--- src/rtl/fetch_unit_if.sv ---
// rtl/fetch_unit_if.sv - fetch-to-decode instruction handshake bundle
interface fetch_unit_if #(
  parameter int N  = 16,
  parameter int AW = 10
);
  logic [N-1:0]  instr;
  logic [AW-1:0] instr_pc;
  logic          instr_valid;
  logic          instr_ready;

  modport master (output instr, output instr_pc, output instr_valid, input instr_ready);
  modport slave  (input instr, input instr_pc, input instr_valid, output instr_ready);
endinterface

--- src/rtl/fetch_unit.sv ---
// rtl/fetch_unit.sv - instruction fetch with one-entry skid, redirect flush and halt
// FETCH_PERF_EN adds fetch_cnt/bubble_cnt performance counters.
module fetch_unit #(
  parameter int            N        = 16,
  parameter int            AW       = 10,
  parameter logic [AW-1:0] RESET_PC = '0,
  parameter logic [3:0]    HALT_OP  = 4'hF
) (
  input  logic          clk,
  input  logic          rst,
  output logic [AW-1:0] PC,
  input  logic [N-1:0]  mem_data,
  input  logic          redirect_valid,
  input  logic [AW-1:0] redirect_pc,
  fetch_unit_if.master  dec,
  output logic          halted
`ifdef FETCH_PERF_EN
  ,
  output logic [15:0]   fetch_cnt,
  output logic [15:0]   bubble_cnt
`endif
);

  typedef enum logic {S_RUN, S_HALTED} state_t;

  state_t        state_q, state_d;
  logic [AW-1:0] pc_q, pc_d;
  logic          req_valid_q, req_valid_d;
  logic [AW-1:0] req_pc_q, req_pc_d;
  logic [N-1:0]  instr_q, instr_d;
  logic [AW-1:0] instr_pc_q, instr_pc_d;
  logic          instr_valid_q, instr_valid_d;
  logic          skid_valid_q, skid_valid_d;
  logic [N-1:0]  skid_instr_q, skid_instr_d;
  logic [AW-1:0] skid_pc_q, skid_pc_d;
  logic          halted_q, halted_d;

  logic xfer, halt_xfer, issue;

  assign xfer      = instr_valid_q && dec.instr_ready;
  assign halt_xfer = xfer && (instr_q[N-1:N-4] == HALT_OP);
  assign issue     = !skid_valid_q && !(req_valid_q && instr_valid_q && !dec.instr_ready);

  always_ff @(posedge clk) begin
    if (rst) begin
      state_q       <= S_RUN;
      pc_q          <= RESET_PC;
      req_valid_q   <= 1'b0;
      req_pc_q      <= '0;
      instr_q       <= '0;
      instr_pc_q    <= '0;
      instr_valid_q <= 1'b0;
      skid_valid_q  <= 1'b0;
      skid_instr_q  <= '0;
      skid_pc_q     <= '0;
      halted_q      <= 1'b0;
    end else begin
      state_q       <= state_d;
      pc_q          <= pc_d;
      req_valid_q   <= req_valid_d;
      req_pc_q      <= req_pc_d;
      instr_q       <= instr_d;
      instr_pc_q    <= instr_pc_d;
      instr_valid_q <= instr_valid_d;
      skid_valid_q  <= skid_valid_d;
      skid_instr_q  <= skid_instr_d;
      skid_pc_q     <= skid_pc_d;
      halted_q      <= halted_d;
    end
  end

  always_comb begin
    state_d       = state_q;
    pc_d          = pc_q;
    req_valid_d   = req_valid_q;
    req_pc_d      = req_pc_q;
    instr_d       = instr_q;
    instr_pc_d    = instr_pc_q;
    instr_valid_d = instr_valid_q;
    skid_valid_d  = skid_valid_q;
    skid_instr_d  = skid_instr_q;
    skid_pc_d     = skid_pc_q;
    halted_d      = halted_q;
    case (state_q)
      S_RUN: begin
        if (redirect_valid) begin
          // Redirect beats a simultaneous halt transfer; everything in flight is dropped.
          pc_d          = redirect_pc;
          req_valid_d   = 1'b0;
          skid_valid_d  = 1'b0;
          instr_valid_d = 1'b0;
        end else if (halt_xfer) begin
          state_d       = S_HALTED;
          halted_d      = 1'b1;
          req_valid_d   = 1'b0;
          skid_valid_d  = 1'b0;
          instr_valid_d = 1'b0;
        end else begin
          req_valid_d = issue;
          if (issue) begin
            req_pc_d = pc_q;
            pc_d     = pc_q + {{(AW-1){1'b0}}, 1'b1};
          end
          if (xfer) instr_valid_d = 1'b0;
          if (xfer && skid_valid_q) begin
            instr_d       = skid_instr_q;
            instr_pc_d    = skid_pc_q;
            instr_valid_d = 1'b1;
            skid_valid_d  = 1'b0;
          end
          // A returning word never coexists with a full skid, so only two landing spots exist.
          if (req_valid_q) begin
            if (!instr_valid_q || xfer) begin
              instr_d       = mem_data;
              instr_pc_d    = req_pc_q;
              instr_valid_d = 1'b1;
            end else begin
              skid_instr_d = mem_data;
              skid_pc_d    = req_pc_q;
              skid_valid_d = 1'b1;
            end
          end
        end
      end
      default: begin
        req_valid_d   = 1'b0;
        instr_valid_d = 1'b0;
        skid_valid_d  = 1'b0;
      end
    endcase
  end

  assign PC              = pc_q;
  assign dec.instr       = instr_q;
  assign dec.instr_pc    = instr_pc_q;
  assign dec.instr_valid = instr_valid_q;
  assign halted          = halted_q;

`ifdef FETCH_PERF_EN
  logic [15:0] fetch_cnt_q, bubble_cnt_q;

  always_ff @(posedge clk) begin
    if (rst) begin
      fetch_cnt_q  <= '0;
      bubble_cnt_q <= '0;
    end else begin
      if (xfer && fetch_cnt_q != 16'hFFFF) fetch_cnt_q <= fetch_cnt_q + 16'd1;
      if (state_q == S_RUN && !instr_valid_q && bubble_cnt_q != 16'hFFFF)
        bubble_cnt_q <= bubble_cnt_q + 16'd1;
    end
  end

  assign fetch_cnt  = fetch_cnt_q;
  assign bubble_cnt = bubble_cnt_q;
`endif

endmodule

--- src/flat_wrapper.sv ---
// flat-port wrapper written by rule: the top's interface ports become plain ports
module fetch_unit_flat 
#(
  parameter int            N        = 16,
  parameter int            AW       = 10,
  parameter logic [AW-1:0] RESET_PC = '0,
  parameter logic [3:0]    HALT_OP  = 4'hF
)
  (clk, rst, PC, mem_data, redirect_valid, redirect_pc, halted, dec_instr, dec_instr_pc, dec_instr_valid, dec_instr_ready);
  fetch_unit_if #(.N(N), .AW(AW)) dec_i ();
  input  logic clk;
  input  logic rst;
  output logic [AW-1:0] PC;
  input  logic [N-1:0] mem_data;
  input  logic redirect_valid;
  input  logic [AW-1:0] redirect_pc;
  output logic halted;
  output wire logic [$bits(dec_i.instr)-1:0] dec_instr;
  output wire logic [$bits(dec_i.instr_pc)-1:0] dec_instr_pc;
  output wire logic [$bits(dec_i.instr_valid)-1:0] dec_instr_valid;
  input wire logic [$bits(dec_i.instr_ready)-1:0] dec_instr_ready;
  assign dec_instr = dec_i.instr;
  assign dec_instr_pc = dec_i.instr_pc;
  assign dec_instr_valid = dec_i.instr_valid;
  assign dec_i.instr_ready = dec_instr_ready;
  fetch_unit #(.N(N), .AW(AW), .RESET_PC(RESET_PC), .HALT_OP(HALT_OP)) u_core (.clk(clk), .rst(rst), .PC(PC), .mem_data(mem_data), .redirect_valid(redirect_valid), .redirect_pc(redirect_pc), .dec(dec_i), .halted(halted));
endmodule
--- config.mk ---
export PLATFORM = sky130hd
export DESIGN_NAME = fetch_unit_flat
export DESIGN_NICKNAME = d
export VERILOG_FILES = /design/src/rtl/fetch_unit_if.sv /design/src/rtl/fetch_unit.sv /design/src/flat_wrapper.sv
export SDC_FILE = /design/constraint.sdc
export NUM_CORES = 1
export LEC_CHECK = 0
export BUFFER_PORTS_ARGS = -buffer_cell sky130_fd_sc_hd__buf_2
export CORE_MARGIN = 10
export CORE_UTILIZATION = 25
export CTS_BUF_LIST = sky130_fd_sc_hd__clkbuf_4
export DETAILED_ROUTE_END_ITERATION = 8
export PLACE_DENSITY = 0.45
export RECOVER_POWER = 25
export SETUP_SLACK_MARGIN = 0.1
export SLEW_MARGIN = 10
export SYNTH_ARGS = -nofsm -noshare
export SYNTH_HDL_FRONTEND = slang
export SYNTH_SLANG_ARGS = --single-unit
--- constraint.sdc ---
create_clock -name clk -period 2.05 [get_ports clk]
set_clock_uncertainty 0.2 [all_clocks]
set_input_delay 0.3075 -clock clk [delete_from_list [all_inputs] [get_ports clk]]
set_output_delay 0.3075 -clock clk [all_outputs]
set_load 0.05 [all_outputs]
==> results.cfg <==
[yosys]
ys_warn_count = 0
synth_top_cell_area_share_pct = 45.2
synthAdderAreaFrac_pct = 0.367
synthCells = 407
yosysUniqueCellTypes = 46
main_combinational_cell_family_by_area_after_synthesis = compound AO/OA/AOI/OAI gates
netlist_area_um2 = 3410
synthXorXnorAreaFrac_pct = 0
syn_nets = 438
avgSynthCellArea_um2 = 8.39
synth-seq-area-share_pct = 45.2
muxShareOfSynthArea_pct = 3.23
synth_flop_cell = dfxtp_1
synth_simple_gate_area_share_pct = 21.0
synthArstFlopShare_pct = 0
most_area_hungry_cell_type_in_the_yosys_netlist = dfxtp_1
synth.ff_latch_count = 77
synth_compound_area_share_pct = 24.3
synth_edf_count = 0
synth_area_leaders = dfxtp_1 45%, a21oi_1 9.4%, nand2_1 9.3%, a311oi_1 6.4%, nand3_1 4.8%

[setup_path]
cp_max_fo = 9
worst_r2r_endpoint = u_core.PC[6]
category_of_the_worst_setup_path_launch_point = register
r2r_setup_slack_ps = 180
timing.rr.start = u_core.dec.instr[15]
r2r_cells = 4
worst-endpoint-arrival_ps = 1980
critPathLaunch = u_core.dec.instr[15]
worstSetupEndpointType = register
timing_worst_setup_path_type = register to register
worst_ep_required_time_ps = 2170

[routing]
detail_route.vias_per_cell = 4.93
wl_per_cell_um = 15.6
dr.first_iter.drc_count = 176
detail-route-antenna-nets = 0
dr.pass1.iters = 4
drc = 0
wirelength_um = 10400
routed-via-count = 3292

[cts]
cts.repair_timing.setup_buffer_count = 0
clk-insertion-delay-late_ps = 430
numCtsBuffers = 9
root_buffer = clkbuf_4
cts-resized-gates = 0
clock_tree.buffer_depth = 2
cts-htree-levels = 3
clock_pin_slew_on_the_worst_setup_and_hold_paths_ps = 130
tritoncts = done
cts.sinks = 77

[pwr]
peakVddDrop_v = 0.000338
cellPowerDensity_nw_per_um2 = 701
p_leak_uw = 0.00147

[timing]
report.final.setup_viol = 0
post-route-min-period_ps = 1870
timing_hold_violations_final = 0
relSlewSlack_pct = 55.0
final-max-slew-violation-count = 0
timing.hold.ws_ps = 44.6
max_freq_mhz = 536
setup_tns_ps = 0
worst-slew-pin-transition_ps = 677
period_share_pct = 91.1
grt_setup_unrepaired = true

[floorplanning]
die_area_um2 = 18700
die_width_um = 137
chipHeight_um = 137
floorplan.initialDensity_pct = 25.7
rows = 42
fp.coreArea_um2 = 13300
floorplan.io_pins = 68

[hold_path]
hold_path.class = input port to register
holdPathEnd = u_core.PC[4]
timing.hold.worst.start = redirect_pc[4]
whs_path_depth = 3

[grt]
grt_max_degree = 70
grt_antenna_before_repair = 0
grt_pass1_wl_um = 17100
vias_in_the_first_global_route = 3255
globalRouteTotalUtil_pct = 11.4
overflow_left_after_global_routing = 0

[placement]
dp_hpwl_um = 6990
portBuffers = 67
gp_congestion = 0.768

[final_layout]
post_route_cells_drive_above_1_share_pct = 19.7
num-fill-cells = 1445
highest_count_cells_in_the_layout_ignoring_fill_and_taps = 85 x nand2_1, 71 x dfxtp_1, 64 x a21oi_1
n_antenna_cell = 0
layout-area-overhead-vs-synth_pct = 24.7
final_common_cell = nand2_1
finalNetCount = 519

[run]
cap_viol_max_count = 0

[outcome]
outcome = complete, no violations
[timing repair]
action | 4_1_cts | 5_1_grt
endpoints found under the setup margin | 0 | 14
endpoints found under the hold margin | 35 | 0
hold buffers | 18 | 0
[per-layer routing]
layer	vias to the layer above	GRT usage (%)	wire length [um]
met3	12	4.11	823
met4	0	3.28	139
met1	1546	14.6	4890
met2	99	17.5	4540
met5	-	0	0
li1	1635	-	-
[power breakdown]
group | internal (uW) | leakage (uW) | switching (uW)
combinational | 160 | 0.000771 | 323
clock | 374 | 0.0000736 | 529
sequential | 1550 | 0.000629 | 50.7
[state kept, by name (all words and copies together), names as in the netlist, named ones only]
signal and count:
u_core.PC 10, u_core.dec.instr 16, u_core.dec.instr_pc 10, u_core.dec.instr_valid 1
u_core.halted 1, u_core.req_pc_q 10, u_core.req_valid_q 1, u_core.skid_instr_q 16
u_core.skid_pc_q 10, u_core.state_q 1
[worst max path at each step]
| stage | end | slack [ps] |
|---|---|---|
| CTS | u_core.PC[6] | 190 |
| detailed placement | u_core.dec.instr_pc[1] | 220 |
| global placement | u_core.PC[6] | 250 |
| floorplan | u_core.PC[9] | 160 |
| global route | u_core.dec.instr[13] | 50 |
| finish | u_core.PC[6] | 180 |
[cell type report]
class,count,area (um^2),area share [%]
clock inverters,5,52.6,1.23
clock buffers,10,75.1,1.76
well taps,176,220,5.17
inverters,6,22.5,0.529
flip-flops and latches,77,1550,36.4
repair buffers,103,672,15.8
multi-input cells,291,1660,39.1
[cells by family after synthesis]
| family | after synthesis |
|---|---|
| AOI/OAI and AO/OA | 121 |
| adders and majority gates | 1 |
| buffers and inverters | 39 |
| DFF | 77 |
| muxes | 11 |
| and+or+nand+nor | 158 |
[cell usage after synthesis, types with 2 or more instances]
| cell type | n |
|---|---|
| a211oi_1 | 3 |
| a21oi_1 | 64 |
| a2bb2oi_1 | 5 |
| a311oi_1 | 25 |
| and3_1 | 3 |
| buf_2 | 8 |
| buf_4 | 10 |
| clkbuf_1 | 14 |
| dfxtp_1 | 77 |
| inv_1 | 5 |
| mux2i_1 | 11 |
| nand2_1 | 85 |
| nand2_2 | 2 |
| nand3_1 | 33 |
| nand4_1 | 2 |
| nor2_1 | 17 |
| nor2_4 | 2 |
| nor3_1 | 5 |
| nor3b_1 | 2 |
| o221a_2 | 2 |
| o22ai_1 | 2 |
| o31a_1 | 2 |
| o32ai_1 | 5 |
[worst max-delay path, stage by stage (launching register included)]
cell	delay, ps
dfxtp_1	370
nand4_1	270
o211a_1	470
a2bb2oi_1	200
o221a_2	240
[stage by stage]
step	utilization, %	power, uW	instance area [um^2]	instances	setup WS [ps]
after floorplan	-	1940	3420	407	165
after global placement	30.0	2100	3980	635	253
after detailed placement	30.0	2100	3980	635	218
after CTS	32.3	3050	4290	668	188
after global routing	32.0	3150	4260	668	54.2
final	32.0	2980	4260	668	183
Power figures use the tool's default switching activity.
